## config.mk

```make
export PLATFORM = sky130hd
export DESIGN_NAME = uart_rx_fifo
export DESIGN_NICKNAME = d
export VERILOG_FILES = /design/src/rtl/uart_rx_fifo_pkg.sv /design/src/rtl/fifo_mem_dp.sv /design/src/rtl/uart_rx_fifo.sv
export SDC_FILE = /design/constraint.sdc
export NUM_CORES = 1
export LEC_CHECK = 0
export ABC_AREA = 1
export BUFFER_PORTS_ARGS = -buffer_cell sky130_fd_sc_hd__buf_4
export CAP_MARGIN = 20
export CORE_ASPECT_RATIO = 2
export CORE_UTILIZATION = 60
export DETAILED_ROUTE_END_ITERATION = 8
export PLACE_DENSITY = 0.82
export SLEW_MARGIN = 10
export SYNTH_ARGS = -nofsm -noshare
export SYNTH_HDL_FRONTEND = slang
export SYNTH_HIERARCHICAL = 1
export SYNTH_SLANG_ARGS = --single-unit
```

## constraint.sdc

```tcl
create_clock -name Clock -period 3 [get_ports Clock]
set_input_delay 0.9 -clock Clock [delete_from_list [all_inputs] [get_ports Clock]]
set_output_delay 0.9 -clock Clock [all_outputs]
set_load 0.02 [all_outputs]
```

## src/rtl/uart_rx_fifo_pkg.sv

```systemverilog
// rtl/uart_rx_fifo_pkg.sv - shared defaults and operation encoding for the UART receive FIFO
package uart_rx_fifo_pkg;

    localparam int DATA_BITS_DEF = 8;
    localparam int ADDR_BITS_DEF = 4;
    localparam int CLOCK_HZ      = 1_000_000;
    localparam int BAUD          = 100_000;

    // Encoded as {push, pop} so the enum can be built straight from the two enables.
    typedef enum logic [1:0] {
        OP_IDLE = 2'b00,
        OP_POP  = 2'b01,
        OP_PUSH = 2'b10,
        OP_BOTH = 2'b11
    } fifo_op_e;

endpackage

```

## src/rtl/fifo_mem_dp.sv

```systemverilog
// rtl/fifo_mem_dp.sv - simple dual-port byte RAM; async read when UART_RX_FIFO_FWFT_EN, registered read otherwise
module fifo_mem_dp #(
    parameter int ADDR_BITS = 4,
    parameter int DATA_BITS = 8
) (
    input  logic                 clk_i,
`ifndef UART_RX_FIFO_FWFT_EN
    input  logic                 rst_i,
    input  logic                 re_i,
`endif
    input  logic                 we_i,
    input  logic [ADDR_BITS-1:0] waddr_i,
    input  logic [DATA_BITS-1:0] wdata_i,
    input  logic [ADDR_BITS-1:0] raddr_i,
    output logic [DATA_BITS-1:0] rdata_o
);

    logic [DATA_BITS-1:0] mem_q [2**ADDR_BITS];

    always_ff @(posedge clk_i) begin
        if (we_i) begin
            mem_q[waddr_i] <= wdata_i;
        end
    end

`ifdef UART_RX_FIFO_FWFT_EN
    assign rdata_o = mem_q[raddr_i];
`else
    logic [DATA_BITS-1:0] rdata_q;

    // Reads the pre-write contents, so a pop and a push to the same slot return the old byte.
    always_ff @(posedge clk_i) begin
        if (rst_i) begin
            rdata_q <= '0;
        end else if (re_i) begin
            rdata_q <= mem_q[raddr_i];
        end
    end

    assign rdata_o = rdata_q;
`endif

endmodule

```

## src/rtl/uart_rx_fifo.sv

```systemverilog
// rtl/uart_rx_fifo.sv - receive byte FIFO behind the UART receiver; UART_RX_FIFO_FWFT_EN selects first-word-fall-through
module uart_rx_fifo
    import uart_rx_fifo_pkg::*;
#(
    parameter int ADDR_BITS = ADDR_BITS_DEF,
    parameter int DATA_BITS = DATA_BITS_DEF
) (
    input  logic                 Clock,
    input  logic                 Reset,
    input  logic [DATA_BITS-1:0] WrData_i,
    input  logic                 WrStrobe_i,
    input  logic                 Read_i,
    output logic [DATA_BITS-1:0] Data_o,
    output logic                 ReadValid_o,
    output logic                 Empty_o,
    output logic                 Full_o,
    output logic [ADDR_BITS:0]   Count_o,
    output logic                 Overflow_o,
    input  logic                 ClearOverflow_i
);

    localparam logic [ADDR_BITS:0] DEPTH_CNT = (ADDR_BITS + 1)'(2 ** ADDR_BITS);

    logic [ADDR_BITS-1:0] wr_ptr_q, wr_ptr_d;
    logic [ADDR_BITS-1:0] rd_ptr_q, rd_ptr_d;
    logic [ADDR_BITS:0]   count_q, count_d;
    logic                 empty_q, empty_d;
    logic                 full_q, full_d;
    logic                 overflow_q, overflow_d;
    logic                 wr_en, rd_en, drop;
    fifo_op_e             op;

    always_comb begin
        rd_en = Read_i & ~empty_q;
        // A pop in the same cycle frees the slot a full buffer needs for the incoming byte.
        wr_en = WrStrobe_i & (~full_q | rd_en);
        drop  = WrStrobe_i & full_q & ~rd_en;
        op    = fifo_op_e'({wr_en, rd_en});

        count_d = count_q;
        unique case (op)
            OP_PUSH: count_d = count_q + 1'b1;
            OP_POP:  count_d = count_q - 1'b1;
            default: count_d = count_q;
        endcase

        wr_ptr_d   = wr_en ? wr_ptr_q + 1'b1 : wr_ptr_q;
        rd_ptr_d   = rd_en ? rd_ptr_q + 1'b1 : rd_ptr_q;
        empty_d    = (count_d == '0);
        full_d     = (count_d == DEPTH_CNT);
        overflow_d = drop ? 1'b1 : (ClearOverflow_i ? 1'b0 : overflow_q);
    end

    always_ff @(posedge Clock) begin
        if (Reset) begin
            wr_ptr_q   <= '0;
            rd_ptr_q   <= '0;
            count_q    <= '0;
            empty_q    <= 1'b1;
            full_q     <= 1'b0;
            overflow_q <= 1'b0;
        end else begin
            wr_ptr_q   <= wr_ptr_d;
            rd_ptr_q   <= rd_ptr_d;
            count_q    <= count_d;
            empty_q    <= empty_d;
            full_q     <= full_d;
            overflow_q <= overflow_d;
        end
    end

    fifo_mem_dp #(
        .ADDR_BITS(ADDR_BITS),
        .DATA_BITS(DATA_BITS)
    ) u_mem (
        .clk_i   (Clock),
`ifndef UART_RX_FIFO_FWFT_EN
        .rst_i   (Reset),
        .re_i    (rd_en),
`endif
        .we_i    (wr_en),
        .waddr_i (wr_ptr_q),
        .wdata_i (WrData_i),
        .raddr_i (rd_ptr_q),
        .rdata_o (Data_o)
    );

`ifdef UART_RX_FIFO_FWFT_EN
    assign ReadValid_o = ~empty_q;
`else
    logic rvalid_q;

    always_ff @(posedge Clock) begin
        if (Reset) begin
            rvalid_q <= 1'b0;
        end else begin
            rvalid_q <= rd_en;
        end
    end

    assign ReadValid_o = rvalid_q;
`endif

    assign Count_o    = count_q;
    assign Empty_o    = empty_q;
    assign Full_o     = full_q;
    assign Overflow_o = overflow_q;

endmodule

```

==> qor_table.md, run 1 <==
| Stage | Metric | This run |
| --- | --- | --- |
| finish | Share of final-layout standard cells stronger than drive strength 1 | 14.8% |
| clock tree | Clock latency on the worst-skew pair | 0.42 ns |
| clock tree | Clock root buffer | sky130_fd_sc_hd__clkbuf_16 |
| clock tree | H-Tree Depth | 4 |
| synthesis | Most common cell in the netlist | sky130_fd_sc_hd__nand2_1 |
| timing | Final hold vios | 0 |
| route | Total DRC errors in the routed layout | 0 |
| finish | Diode insertion count for antenna repair | 0 |
| floorplanning | Area of the core region | 10,500 um2 |
| global routing | GRT Resource Usage Total | 29.6% |
| synthesis | Post-synthesis cell count | 615 |
| timing | Setup repair after global routing missed its margin | false |
| synthesis | Commonest cells in the netlist | sky130_fd_sc_hd__nand2_1, sky130_fd_sc_hd__edfxtp_1, sky130_fd_sc_hd__nand3_1 |
| critical path | Biggest cell delay along the critical path | 0.21 ns |
| worst hold path | Hold path startpoint | Overflow_o |
| timing | Number of failing setup endpoints in the final timing report | 0 |
| synthesis | Synthesized cell area | 6450 um2 |
| synthesis | Count of flip-flops with a built-in enable after synthesis | 128 |
| power | Post-route total power | 5520 uW |
| timing | Post-route clock period utilization | 78.0% |
| place | Port buffer count | 29 |
| synthesis | Simple-gate share of the synthesized area | 24.8% |
| synthesis | Synthesized-area fraction occupied by adder cells | 0.970% |
| place | Detailed placer's ending HPWL | 9310 um |
| power | P_leak | 0.00298 uW |
| clock tree | Clock transition time at the flip-flop clock pins of the worst setup and hold paths | 0.06 ns |
| global routing | First-pass GRT wire length | 23,000 um |
| timing | Worst clock skew on the final layout | 0.00738 ns |
| place | Routability cong. | 0.849 |
| critical path | Crit-path cells | buf_4 > nand2_1 > nand2_1 > nand2_1 > ha_1 > nand2_1 > inv_1 > nor2_1 > ha_1 > inv_1 > nand2_1 > inv_1 > nand2_1 > nand3_2 > nand2_2 > nor2_2 > nand3_1 > o21bai_1 |
| flow run | Number of max-cap violations | 0 |
| critical path | CP Data Required Time | 3.35 ns |
| timing | Final sum of negative setup slack | 0 ns |
| critical path | Worst r2r src | Empty_o |
| critical path | Source of the critical timing path | Read_i |
| route | Total Wirelength | 15,400 um |
| global routing | Vias in the first global route | 4,570 |
| critical path | Worst endpoint data arrival time | 2.69 ns |
| synthesis | Combinational family with the most area after synthesis | simple AND/OR/NAND/NOR gates |
| route | Total vias in the final route | 4,761 |
| synthesis | Top post-synthesis cells by area | sky130_fd_sc_hd__edfxtp_1, sky130_fd_sc_hd__nand2_1, sky130_fd_sc_hd__nand3_1 |
| synthesis | Area share of the leading cell type in the synthesized netlist | 59.6% |
| clock tree | Num CTS Buffers | 17 |
| route | Final antenna-violating net count | 0 |
| critical path | Critical path class | primary input to register |
| floorplanning | Full die area | 11,200 um2 |
| power | Ratio of total power to cell area | 737 nW/um2 |
| synthesis | Flip-flop cell with the highest count after synthesis | sky130_fd_sc_hd__edfxtp_1 |
| synthesis | Number of warning messages in the yosys log | 6 |
| worst hold path | Worst min-delay path category | register to register |
| finish | Nets@finish | 682 |
| synthesis | Number of synthesized register bits | 153 |
| synthesis | Largest area contributor in the netlist | sky130_fd_sc_hd__edfxtp_1 |
| route | Routed via count divided by cell count | 5.85 |
| synthesis | Fraction of the mapped netlist area in compound gates | 1.24% |
| route | Average wire length per cell after detail routing | 18.9 um |
| synthesis | Sequential area share after synthesis | 67.4% |
| timing | Post-route minimum period | 2.34 ns |
| clock tree | TritonCTS clock tree | built |
| route | Pre-antenna DRT Iters | 9 |
| critical path | Startpoint Class | primary input |
| global routing | Antenna violations before repair | 0 |
| synthesis | Count of cell types in the netlist | 26 |
| floorplanning | Effective utilization at floorplan | 61.5% |
| global routing | Remaining global-route overflow | 0 |
| finish | Area Growth Syn to Fin | 16.2% |
| synthesis | Area share of xor/xnor cells in the synthesized design | 0.272% |
| power | Peak VDD IR | 0.000558 V |
| timing | Max-slew headroom at the worst pin | 53.0% |
| clock tree | Number of buffers inserted to repair setup after CTS | 0 |
| synthesis | Net count after synthesis | 633 |
| clock tree | Total number of clock tree sinks | 153 |
| critical path | Critical Path Fanout Max | 6 |
| timing | Max-slew violation count | 0 |
| critical path | Most frequent cell on the critical path | sky130_fd_sc_hd__nand2_1 |
| critical path | Kind of end point of the critical path | register |
| clock tree | Number of buffers on the longest clock path | 2 |
| global routing | Largest net degree at the start of global routing | 68 |
| floorplanning | Die width | 75.3 um |
| floorplanning | Chip height | 149 um |
| floorplanning | Number of placed I/O pins | 30 |
| timing | Transition time at the pin with the least slew margin | 0.705 ns |
| critical path | Slowest stage cell, crit path | sky130_fd_sc_hd__ha_1 |
| clock tree | Number of buffers inserted by hold repair at cts | 0 |
| clock tree | Post_cts resized | 0 |
| synthesis | Proportion of register bits with asynchronous set or reset after synthesis | 0% |
| status | Status | finished, final reports clean |
| floorplanning | Number of cell rows | 53 |
| route | Initial drt markers | 457 |
| synthesis | Proportion of synthesized area in mux cells | 0% |
| synthesis | Synth Area per Inst | 10.5 um2 |
| timing | Fmax achieved | 427 MHz |
[path summary, 6_finish.rpt]
kind / slack, ns / to / cells past startpoint
worst min-delay path: 0.47 / Overflow_o / 2
worst max-delay path: 0.66 / Empty_o / 18
worst min register to register: 0.47 / Overflow_o / 2
worst max register to register: 0.85 / Empty_o / 18
[routing by layer]
layer	wire length, um	vias up	GRT usage [%]
li1	-	2175	-
met3	1000	68	6.84
met5	0	-	0
met2	8290	270	51.6
met1	5190	2248	30.5
met4	902	0	18.9
[worst max-delay path, delay by kind of cell]
| family | cells | cell delay, ns |
|---|---|---|
| fa+ha+maj | 2 | 0.38 |
| simple gates | 11 | 0.93 |
| buf+inv | 4 | 0.35 |
| compound gates | 1 | 0.13 |
[logic make-up (layout without fill, tap and decap cells)]
logic type                 Yosys count  in the layout
AOI/OAI and AO/OA                   15             15
and+or+nand+nor                    377            377
xor gates and xnor gates             2              2
adders and majority gates            5              5
DFF                                153            153
buffers and inverters               63            125
[sequential cells by signal, indices dropped and copies added (netlist names), 4 cells and up]
signal and flops:
u_mem/mem_q 128, wr_ptr_q 4, Count_o 5, rd_ptr_q 4, u_mem/rdata_o 8
[layout make-up]
type	instances	area, um2
Fill cell	713	2990
Sequential cell	153	4350
Timing Repair Buffer	58	448
Tap cell	137	171
Inverter	35	131
Clock inverter	14	196
Multi-Input combinational cell	399	1760
Clock buffer	18	439
[stage by stage]
step                cells  hold WS, ns  area (um2)  setup WS [ns]  utilization (%)
global placement      781        0.460        6840          0.359             65.2
global route          814        0.507        7490          0.503             71.5
CTS                   813        0.484        7470          0.729             71.3
finish                814        0.475        7490          0.660             71.5
detailed placement    781        0.474        6840          0.287             65.2
floorplan             615        0.459        6450          0.430                -
[cell usage in the layout, fill, tap and decap left out, types with 2 or more instances in the layout]
cell                           n
sky130_fd_sc_hd__a21oi_1       7
sky130_fd_sc_hd__nand3_1     117
sky130_fd_sc_hd__clkbuf_16    17
sky130_fd_sc_hd__ha_1          5
sky130_fd_sc_hd__clkinvlp_4    3
sky130_fd_sc_hd__inv_2         3
sky130_fd_sc_hd__bufinv_16     4
sky130_fd_sc_hd__inv_6         2
sky130_fd_sc_hd__clkinv_2      2
sky130_fd_sc_hd__nor2_1       46
sky130_fd_sc_hd__nor2_2        2
sky130_fd_sc_hd__clkinv_4      3
sky130_fd_sc_hd__inv_1        32
sky130_fd_sc_hd__edfxtp_1    128
sky130_fd_sc_hd__dfxtp_1      24
sky130_fd_sc_hd__nand2_2       2
sky130_fd_sc_hd__nand4_1       2
sky130_fd_sc_hd__nor3_1        2
sky130_fd_sc_hd__xor2_1        2
sky130_fd_sc_hd__nand2_1     202
sky130_fd_sc_hd__nand3b_1      2
sky130_fd_sc_hd__buf_4        57
sky130_fd_sc_hd__o21ai_0       5
[power by group]
part | switching [uW] | leakage [uW] | internal (uW)
clock network | 838 | 0.000303 | 1420
registers | 46.9 | 0.00136 | 2370
logic | 575 | 0.00132 | 269
total | 1460 | 0.00298 | 4060
Power figures use the tool's default switching activity.
==> run 2: changes to the inputs <==
- ABC_AREA: 1 -> 0
- CORE_UTILIZATION: 60 -> 55
- PLACE_DENSITY: 0.82 -> 0.79
- clock period: 3 -> 2.15 ns (I/O delays scaled with it)
==> run 2 against run 1 <==
Highest routed layer unchanged. Global-route usage is 5.8 points lower. Hold slack worse by 0.013 ns. The run now ends with negative setup slack left. Cell count is 23% lower. Largest power group unchanged.
==> qor_table.md, run 2 <==
| Stage | Metric | This run |
| --- | --- | --- |
| timing | Post-route minimum period | 2.21 ns |
| synthesis | Count of cell types in the netlist | 38 |
| floorplanning | Effective utilization at floorplan | 56.7% |
| synthesis | Area share of the leading cell type in the synthesized netlist | 61.9% |
| synthesis | Most common cell in the netlist | sky130_fd_sc_hd__edfxtp_1 |
| floorplanning | Die width | 77.1 um |
| floorplanning | Chip height | 152 um |
| global routing | First-pass GRT wire length | 20,200 um |
| power | Clock network fraction of design power | 38.3% |
| worst hold path | Worst min-delay path category | register to register |
| finish | Most common library cell in the layout ignoring fill and taps | sky130_fd_sc_hd__edfxtp_1 |
| synthesis | Synthesized cell area | 6210 um2 |
| route | Final antenna-violating net count | 0 |
| place | Detailed placer's ending HPWL | 8360 um |
| floorplanning | Full die area | 11,700 um2 |
| flow run | Number of max-cap violations | 0 |
| timing | Transition time at the pin with the least slew margin | 0.438 ns |
| synthesis | Sequential area share after synthesis | 70.0% |
| critical path | Biggest cell delay along the critical path | 0.32 ns |
| synthesis | Post-synthesis cell count | 407 |
| clock tree | Clock latency on the worst-skew pair | 0.41 ns |
| timing | Number of failing setup endpoints in the final timing report | 2 |
| power | Peak VDD IR | 0.000687 V |
| clock tree | Clock root buffer | sky130_fd_sc_hd__clkbuf_16 |
| timing | Post-route clock period utilization | 103% |
| critical path | Category of cells accounting for the largest share of critical-path delay | simple AND/OR/NAND/NOR gates |
| clock tree | Num CTS Buffers | 17 |
| finish | Highest-count cells in the layout ignoring fill and taps | sky130_fd_sc_hd__edfxtp_1, sky130_fd_sc_hd__mux2i_1, sky130_fd_sc_hd__buf_4 |
| global routing | GRT Resource Usage Total | 23.8% |
| route | Routed wl met2 | 7060 um |
| floorplanning | Number of placed I/O pins | 30 |
| place | Worst slack after detailed placement | -0.422 ns |
| critical path | Worst endpoint data arrival time | 2.54 ns |
| power | Register share of total power | 48.3% |
| clock tree | H-Tree Depth | 4 |
| route | Total vias in the final route | 3,646 |
| route | Routed length on met1 | 4600 um |
| route | Met3 wirelength from detailed routing | 626 um |
| finish | Final std cells w/o fill | 624 |
| power | Combinational power share | 13.3% |
| critical path | Slowest stage cell, crit path | sky130_fd_sc_hd__dfxtp_2 |
| finish | Flip-flop count of the largest register after layout | 128 |
| power | Post-route total power | 7110 uW |
| synthesis | Number of synthesized register bits | 153 |
| global routing | Vias in the first global route | 3,771 |
| power | Ratio of total power to cell area | 965 nW/um2 |
| synthesis | Top post-synthesis cells by area | sky130_fd_sc_hd__edfxtp_1, sky130_fd_sc_hd__mux2i_1, sky130_fd_sc_hd__dfxtp_1 |
| finish | Final Cell Area | 7370 um2 |
| timing | Final hold vios | 0 |
| timing | Fmax achieved | 452 MHz |
| critical path | Most frequent cell on the critical path | sky130_fd_sc_hd__xor2_1 |
| critical path | Critical Path Fanout Max | 3 |
| timing | Max-slew headroom at the worst pin | 70.7% |
| finish | Nets@finish | 492 |
| critical path | Critical path buffers and inverters | 1 |
| route | Routed via count divided by cell count | 5.84 |
| floorplanning | Area of the core region | 10,900 um2 |
| critical path | Crit-path cells | nand2b_4 > a21boi_4 > inv_2 > ha_4 > xor2_1 > ha_2 > a21oi_2 > mux2i_1 > xor2_1 > nand2_1 > nor4b_2 |
| power | Internal power | 5400 uW |
| clock tree | Total number of clock tree sinks | 153 |
| critical path | Startpoint Class | register |
| synthesis | Largest area contributor in the netlist | sky130_fd_sc_hd__edfxtp_1 |
| clock tree | Clock transition time at the flip-flop clock pins of the worst setup and hold paths | 0.06 ns |
| synthesis | Proportion of register bits with asynchronous set or reset after synthesis | 0% |
| finish | Share of final-layout standard cells stronger than drive strength 1 | 23.6% |
| global routing | Antenna violations before repair | 0 |
| finish | Register name with the most flops | u_mem/mem_q |
| synthesis | Count of flip-flops with a built-in enable after synthesis | 128 |
| power | P_leak | 0.00252 uW |
| power | Switching part of the total power | 23.9% |
| timing | Setup repair after global routing missed its margin | true |
| route | Total DRC errors in the routed layout | 0 |
| place | Port buffer count | 29 |
| power | Sw power | 1700 uW |
| finish | Area Growth Syn to Fin | 18.6% |
| timing | Max-slew violation count | 0 |
| synthesis | Number of warning messages in the yosys log | 6 |
| status | Violations in the final reports | negative setup slack |
| timing | Worst clock skew on the final layout | 0.00539 ns |
| place | Post-Place Cell Area | 6790 um2 |
| route | Highest routed layer | met4 |
| place | Cell count after placement | 591 |
| route | Total Wirelength | 12,900 um |
| clock tree | TritonCTS clock tree | built |
| critical path | CP Data Required Time | 2.48 ns |
| synthesis | Synth Area per Inst | 15.3 um2 |
| synthesis | Commonest cells in the netlist | sky130_fd_sc_hd__edfxtp_1, sky130_fd_sc_hd__mux2i_1, sky130_fd_sc_hd__nor2_1 |
| timing | Slack of the critical path | -0.0623 ns |
| global routing | Largest net degree at the start of global routing | 26 |
| global routing | Remaining global-route overflow | 0 |
| critical path | Kind of end point of the critical path | register |
| route | Average wire length per cell after detail routing | 20.6 um |
| synthesis | Net count after synthesis | 425 |
| critical path | Critical path class | register to register |
| route | Pre-antenna DRT Iters | 5 |
| floorplanning | Number of cell rows | 54 |
| status | Status | finished with violations |
| place | Routability cong. | 0.851 |
| clock tree | Number of buffers on the longest clock path | 2 |
| finish | Filler cell count | 793 |
| synthesis | Flip-flop cell with the highest count after synthesis | sky130_fd_sc_hd__edfxtp_1 |
| route | Initial drt markers | 326 |
| finish | Diode insertion count for antenna repair | 0 |
-- run 2: cell count changes after synthesis, moves of 4 or more --
cell / change
sky130_fd_sc_hd__a22oi_1: +24
sky130_fd_sc_hd__buf_6: -6
sky130_fd_sc_hd__inv_1: -27
sky130_fd_sc_hd__mux2i_1: +67
sky130_fd_sc_hd__nand2_1: -179
sky130_fd_sc_hd__nand3_1: -91
sky130_fd_sc_hd__nor2_1: -14
sky130_fd_sc_hd__nor2b_1: +4
sky130_fd_sc_hd__o21ai_0: -5
sky130_fd_sc_hd__xor2_1: +5
-- run 2: timing repair --
action,in CTS,in global routing
endpoints found under the hold margin,0,0
hold buffers,0,0
resized for setup,2,1
setup endpoints to repair,2,12
setup buffers,3,1
pin swaps,5,3
-- run 2: power groups by stage --
stage,registers [uW],logic (uW),clock network [uW]
2_1_floorplan,3550,472,0
3_3_place_gp,3490,884,0
3_5_place_dp,3490,919,0
4_1_cts,3440,939,2750
5_1_grt,3450,1020,2860
6_report,3430,948,2720
-- run 2: through the flow --
step           utilization, %  hold WS (ns)  TNS, ns
3_3_place_gp             62.0         0.437    -4.99
6_report                 67.3         0.462   -0.101
3_5_place_dp             62.0         0.456    -6.02
5_1_grt                  67.3         0.492   -0.533
4_1_cts                  67.2         0.469  -0.0688
2_1_floorplan               -         0.488    -1.27
-- run 2: final timing paths --
kind / startpoint / to / cells after the start / slack, ns
setup reg to reg: Empty_o / Full_o / 11 / -0.06
hold reg to reg: u_mem/rdata_o[6] / u_mem/rdata_o[6] / 2 / 0.46
setup / recovery: Empty_o / Full_o / 11 / -0.06
hold / removal: u_mem/rdata_o[6] / u_mem/rdata_o[6] / 2 / 0.46
-- run 2: logic make-up after synthesis --
kind of cell	count (synthesis)	synth area share, %
DFF	153	70.0
buffers and inverters	24	3.26
muxes	67	10.8
and+or+nand+nor	103	8.06
adders and majority gates	5	1.01
xor gates and xnor gates	11	1.67
AOI/OAI and AO/OA	44	5.24
-- run 2: routing by layer --
metal  track usage [%]  up-vias
met1              25.5     1798
met4              14.6        0
met2              41.8      147
li1                  -     1671
met3              5.39       30
met5                 0        -
-- run 2: final cells by class --
class | instances | area [um2] | share of cell area (%)
sequential | 153 | 4350 | 59.0
multi-input combinational | 230 | 1720 | 23.4
timing repair buffer | 67 | 566 | 7.68
clock buffer | 17 | 425 | 5.78
tap | 140 | 175 | 2.38
clock inverter | 12 | 111 | 1.51
inverter | 5 | 18.8 | 0.255
-- run 2: tightest hold or removal path, stage by stage, from the launching register on --
cell and delay (ns):
sky130_fd_sc_hd__dfxtp_1 0.33, sky130_fd_sc_hd__nand2_1 0.05, sky130_fd_sc_hd__nand3_1 0.06
==> run 3: changes to the inputs <==
- ABC_AREA: 0 -> not set
- CORE_ASPECT_RATIO: 2 -> 0.6
==> run 3 against run 2 <==
The run ends with design-rule violations, negative setup slack left. Routed wire length down 1.2%. Hold slack got worse by 0.0020 ns. Global-route usage decreased by 0.31 points. Combinational power is 7% higher. Non-clock buffer count grew 4. Die area fell by 0.10%. Clock power grew 3%. Sequential cell count did not move. Fmax decreased by 3.6%. Critical path depth grew 1. Design area rose by 1.2%. Power rose by 2.0%. Largest power group unchanged.
==> qor_table.md, run 3 (synthesized netlist as in run 2, its figures left out) <==
| Stage | Metric | This run |
| --- | --- | --- |
| floorplanning | Area of the core region | 10,800 um2 |
| flow run | Number of max-cap violations | 0 |
| timing | Post-route minimum period | 2.30 ns |
| global routing | Remaining global-route overflow | 0 |
| clock tree | Total number of clock tree sinks | 153 |
| clock tree | TritonCTS clock tree | built |
| timing | Fmax achieved | 436 MHz |
| finish | Finished Core Util | 69.2% |
| critical path | Worst endpoint data arrival time | 2.62 ns |
| timing | Worst hold slack across all endpoints | 0.460 ns |
| finish | Storage cell area | 4350 um2 |
| floorplanning | Number of placed I/O pins | 30 |
| route | Final antenna-violating net count | 0 |
| critical path | CP Data Required Time | 2.47 ns |
| finish | Register name with the most flops | u_mem/mem_q |
| timing | Number of failing setup endpoints in the final timing report | 3 |
| critical path | Biggest cell delay along the critical path | 0.32 ns |
| clock tree | Clock latency on the worst-skew pair | 0.42 ns |
| route | Total vias in the final route | 3,660 |
| timing | Slack of the critical path | -0.145 ns |
| status | Violations in the final reports | design-rule violations, negative setup slack |
| route | Average wire length per cell after detail routing | 20.2 um |
| timing | Transition time at the pin with the least slew margin | 0.676 ns |
| finish | Flip-flop count of the largest register after layout | 128 |
| worst hold path | Worst min-delay path category | register to register |
| worst hold path | Cell depth of the worst hold path | 2 |
| global routing | Largest net degree at the start of global routing | 33 |
| critical path | Critical path class | register to register |
| timing | Setup repair after global routing missed its margin | true |
| place | Detailed placer's ending HPWL | 8140 um |
| route | Routed via count divided by cell count | 5.81 |
| place | Routability cong. | 0.804 |
| finish | Filler cell count | 674 |
| clock tree | Clock root buffer | sky130_fd_sc_hd__clkbuf_16 |
| power | Peak VDD IR | 0.000666 V |
| clock tree | H-Tree Depth | 4 |
| route | Highest routed layer | met4 |
| timing | Post-route clock period utilization | 107% |
| clock tree | Num CTS Buffers | 17 |
| critical path | Depth of the worst register-to-register path | 12 |
| route | Initial drt markers | 337 |
| global routing | GRT Resource Usage Total | 23.5% |
| floorplanning | Chip height | 84.3 um |
| status | Status | finished with violations |
| floorplanning | Die width | 139 um |
| timing | Max-slew headroom at the worst pin | 54.7% |
| global routing | Vias in the first global route | 3,577 |
| critical path | Kind of end point of the critical path | register |
| finish | Multi-input gate area | 1760 um2 |
| global routing | Antenna violations before repair | 0 |
| clock tree | Number of buffers on the longest clock path | 2 |
| critical path | Crit path depth | 12 |
| clock tree | Clock transition time at the flip-flop clock pins of the worst setup and hold paths | 0.07 ns |
| route | Total DRC errors in the routed layout | 2 |
| floorplanning | Number of cell rows | 29 |
| critical path | Startpoint Class | register |
| route | Total Wirelength | 12,700 um |
| route | Routed wl met2 | 5720 um |
| finish | Diode insertion count for antenna repair | 0 |
| critical path | Critical Path Fanout Max | 3 |
| finish | Area Growth Syn to Fin | 20.0% |
| finish | Nets@finish | 496 |
| floorplanning | Effective utilization at floorplan | 57.6% |
| power | P_leak | 0.00253 uW |
| critical path | Category of cells accounting for the largest share of critical-path delay | compound AO/OA/AOI/OAI gates |
| critical path | Slowest stage cell, crit path | sky130_fd_sc_hd__dfxtp_2 |
| timing | Max-slew violation count | 0 |
| finish | Highest-count cells in the layout ignoring fill and taps | sky130_fd_sc_hd__edfxtp_1, sky130_fd_sc_hd__mux2i_1, sky130_fd_sc_hd__buf_4 |
| route | Pre-antenna DRT Iters | 7 |
| global routing | First-pass GRT wire length | 19,600 um |
| place | Port buffer count | 29 |
| critical path | Critical path buffers and inverters | 2 |
| critical path | Crit-path cells | nand2b_4 > a21boi_4 > inv_2 > ha_4 > xor2_2 > ha_4 > a21oi_4 > buf_4 > o221ai_2 > o211ai_2 > xor2_2 > nor4b_2 |
| timing | Final sum of negative setup slack | -0.263 ns |
| route | Routed length on met1 | 5800 um |
| finish | Share of final-layout standard cells stronger than drive strength 1 | 25.9% |
| floorplanning | Full die area | 11,700 um2 |
| timing | Worst clock skew on the final layout | 0.0132 ns |
| power | Ratio of total power to cell area | 973 nW/um2 |
| timing | Final hold vios | 0 |
| finish | Most common library cell in the layout ignoring fill and taps | sky130_fd_sc_hd__edfxtp_1 |
| route | Met3 wirelength from detailed routing | 983 um |
[run 3: tightest hold or removal path: stages (launching register included)]
cell,delay [ns]
sky130_fd_sc_hd__dfxtp_1,0.33
sky130_fd_sc_hd__nand2_1,0.05
sky130_fd_sc_hd__nand3_1,0.05
[run 3: stage by stage]
step / instances / cell area, um2 / power, uW / setup WS, ns
global route: 630 / 7450 / 7520 / -0.200
floorplan: 407 / 6260 / 4020 / -0.442
global placement: 593 / 6800 / 4360 / -0.302
finish: 630 / 7450 / 7250 / -0.145
detailed placement: 593 / 6800 / 4390 / -0.396
CTS: 627 / 7390 / 7210 / -0.0258
[run 3: worst paths after layout]
check	from	endpoint	slack (ns)
worst max-delay path	Empty_o	Full_o	-0.15
worst min register to register	u_mem/rdata_o[6]	u_mem/rdata_o[6]	0.46
worst min-delay path	u_mem/rdata_o[6]	u_mem/rdata_o[6]	0.46
worst max register to register	Empty_o	Full_o	-0.15
[run 3: repair_timing]
| item | CTS | global route |
|---|---|---|
| endpoints found under the setup margin | 2 | 13 |
| hold buffers | 0 | 0 |
| gates resized for setup | 3 | 7 |
| pin swaps | 5 | 6 |
| hold endpoints to repair | 0 | 0 |
| buffers inserted | 3 | 3 |
[run 3: layout make-up]
cell class	instances	share of cell area, %
clock buffer	17	5.71
clock inverter	15	1.90
inverter	5	0.252
multi-input combinational	230	23.6
sequential	153	58.4
tap	139	2.33
timing repair buffer	71	7.82
[run 3: power by group]
| part | internal, uW | total, uW | switching (uW) | leakage (uW) |
|---|---|---|---|---|
| combinational | 440 | 1010 | 566 | 0.000898 |
| clock | 1610 | 2810 | 1200 | 0.000266 |
| sequential | 3330 | 3440 | 110 | 0.00136 |
| total | 5380 | 7250 | 1870 | 0.00253 |
[run 3: per-layer routing]
metal	up-vias	global-route usage [%]
li1	1691	-
met1	1784	33.7
met2	162	35.2
met3	23	5.36
met4	0	9.49
met5	-	0
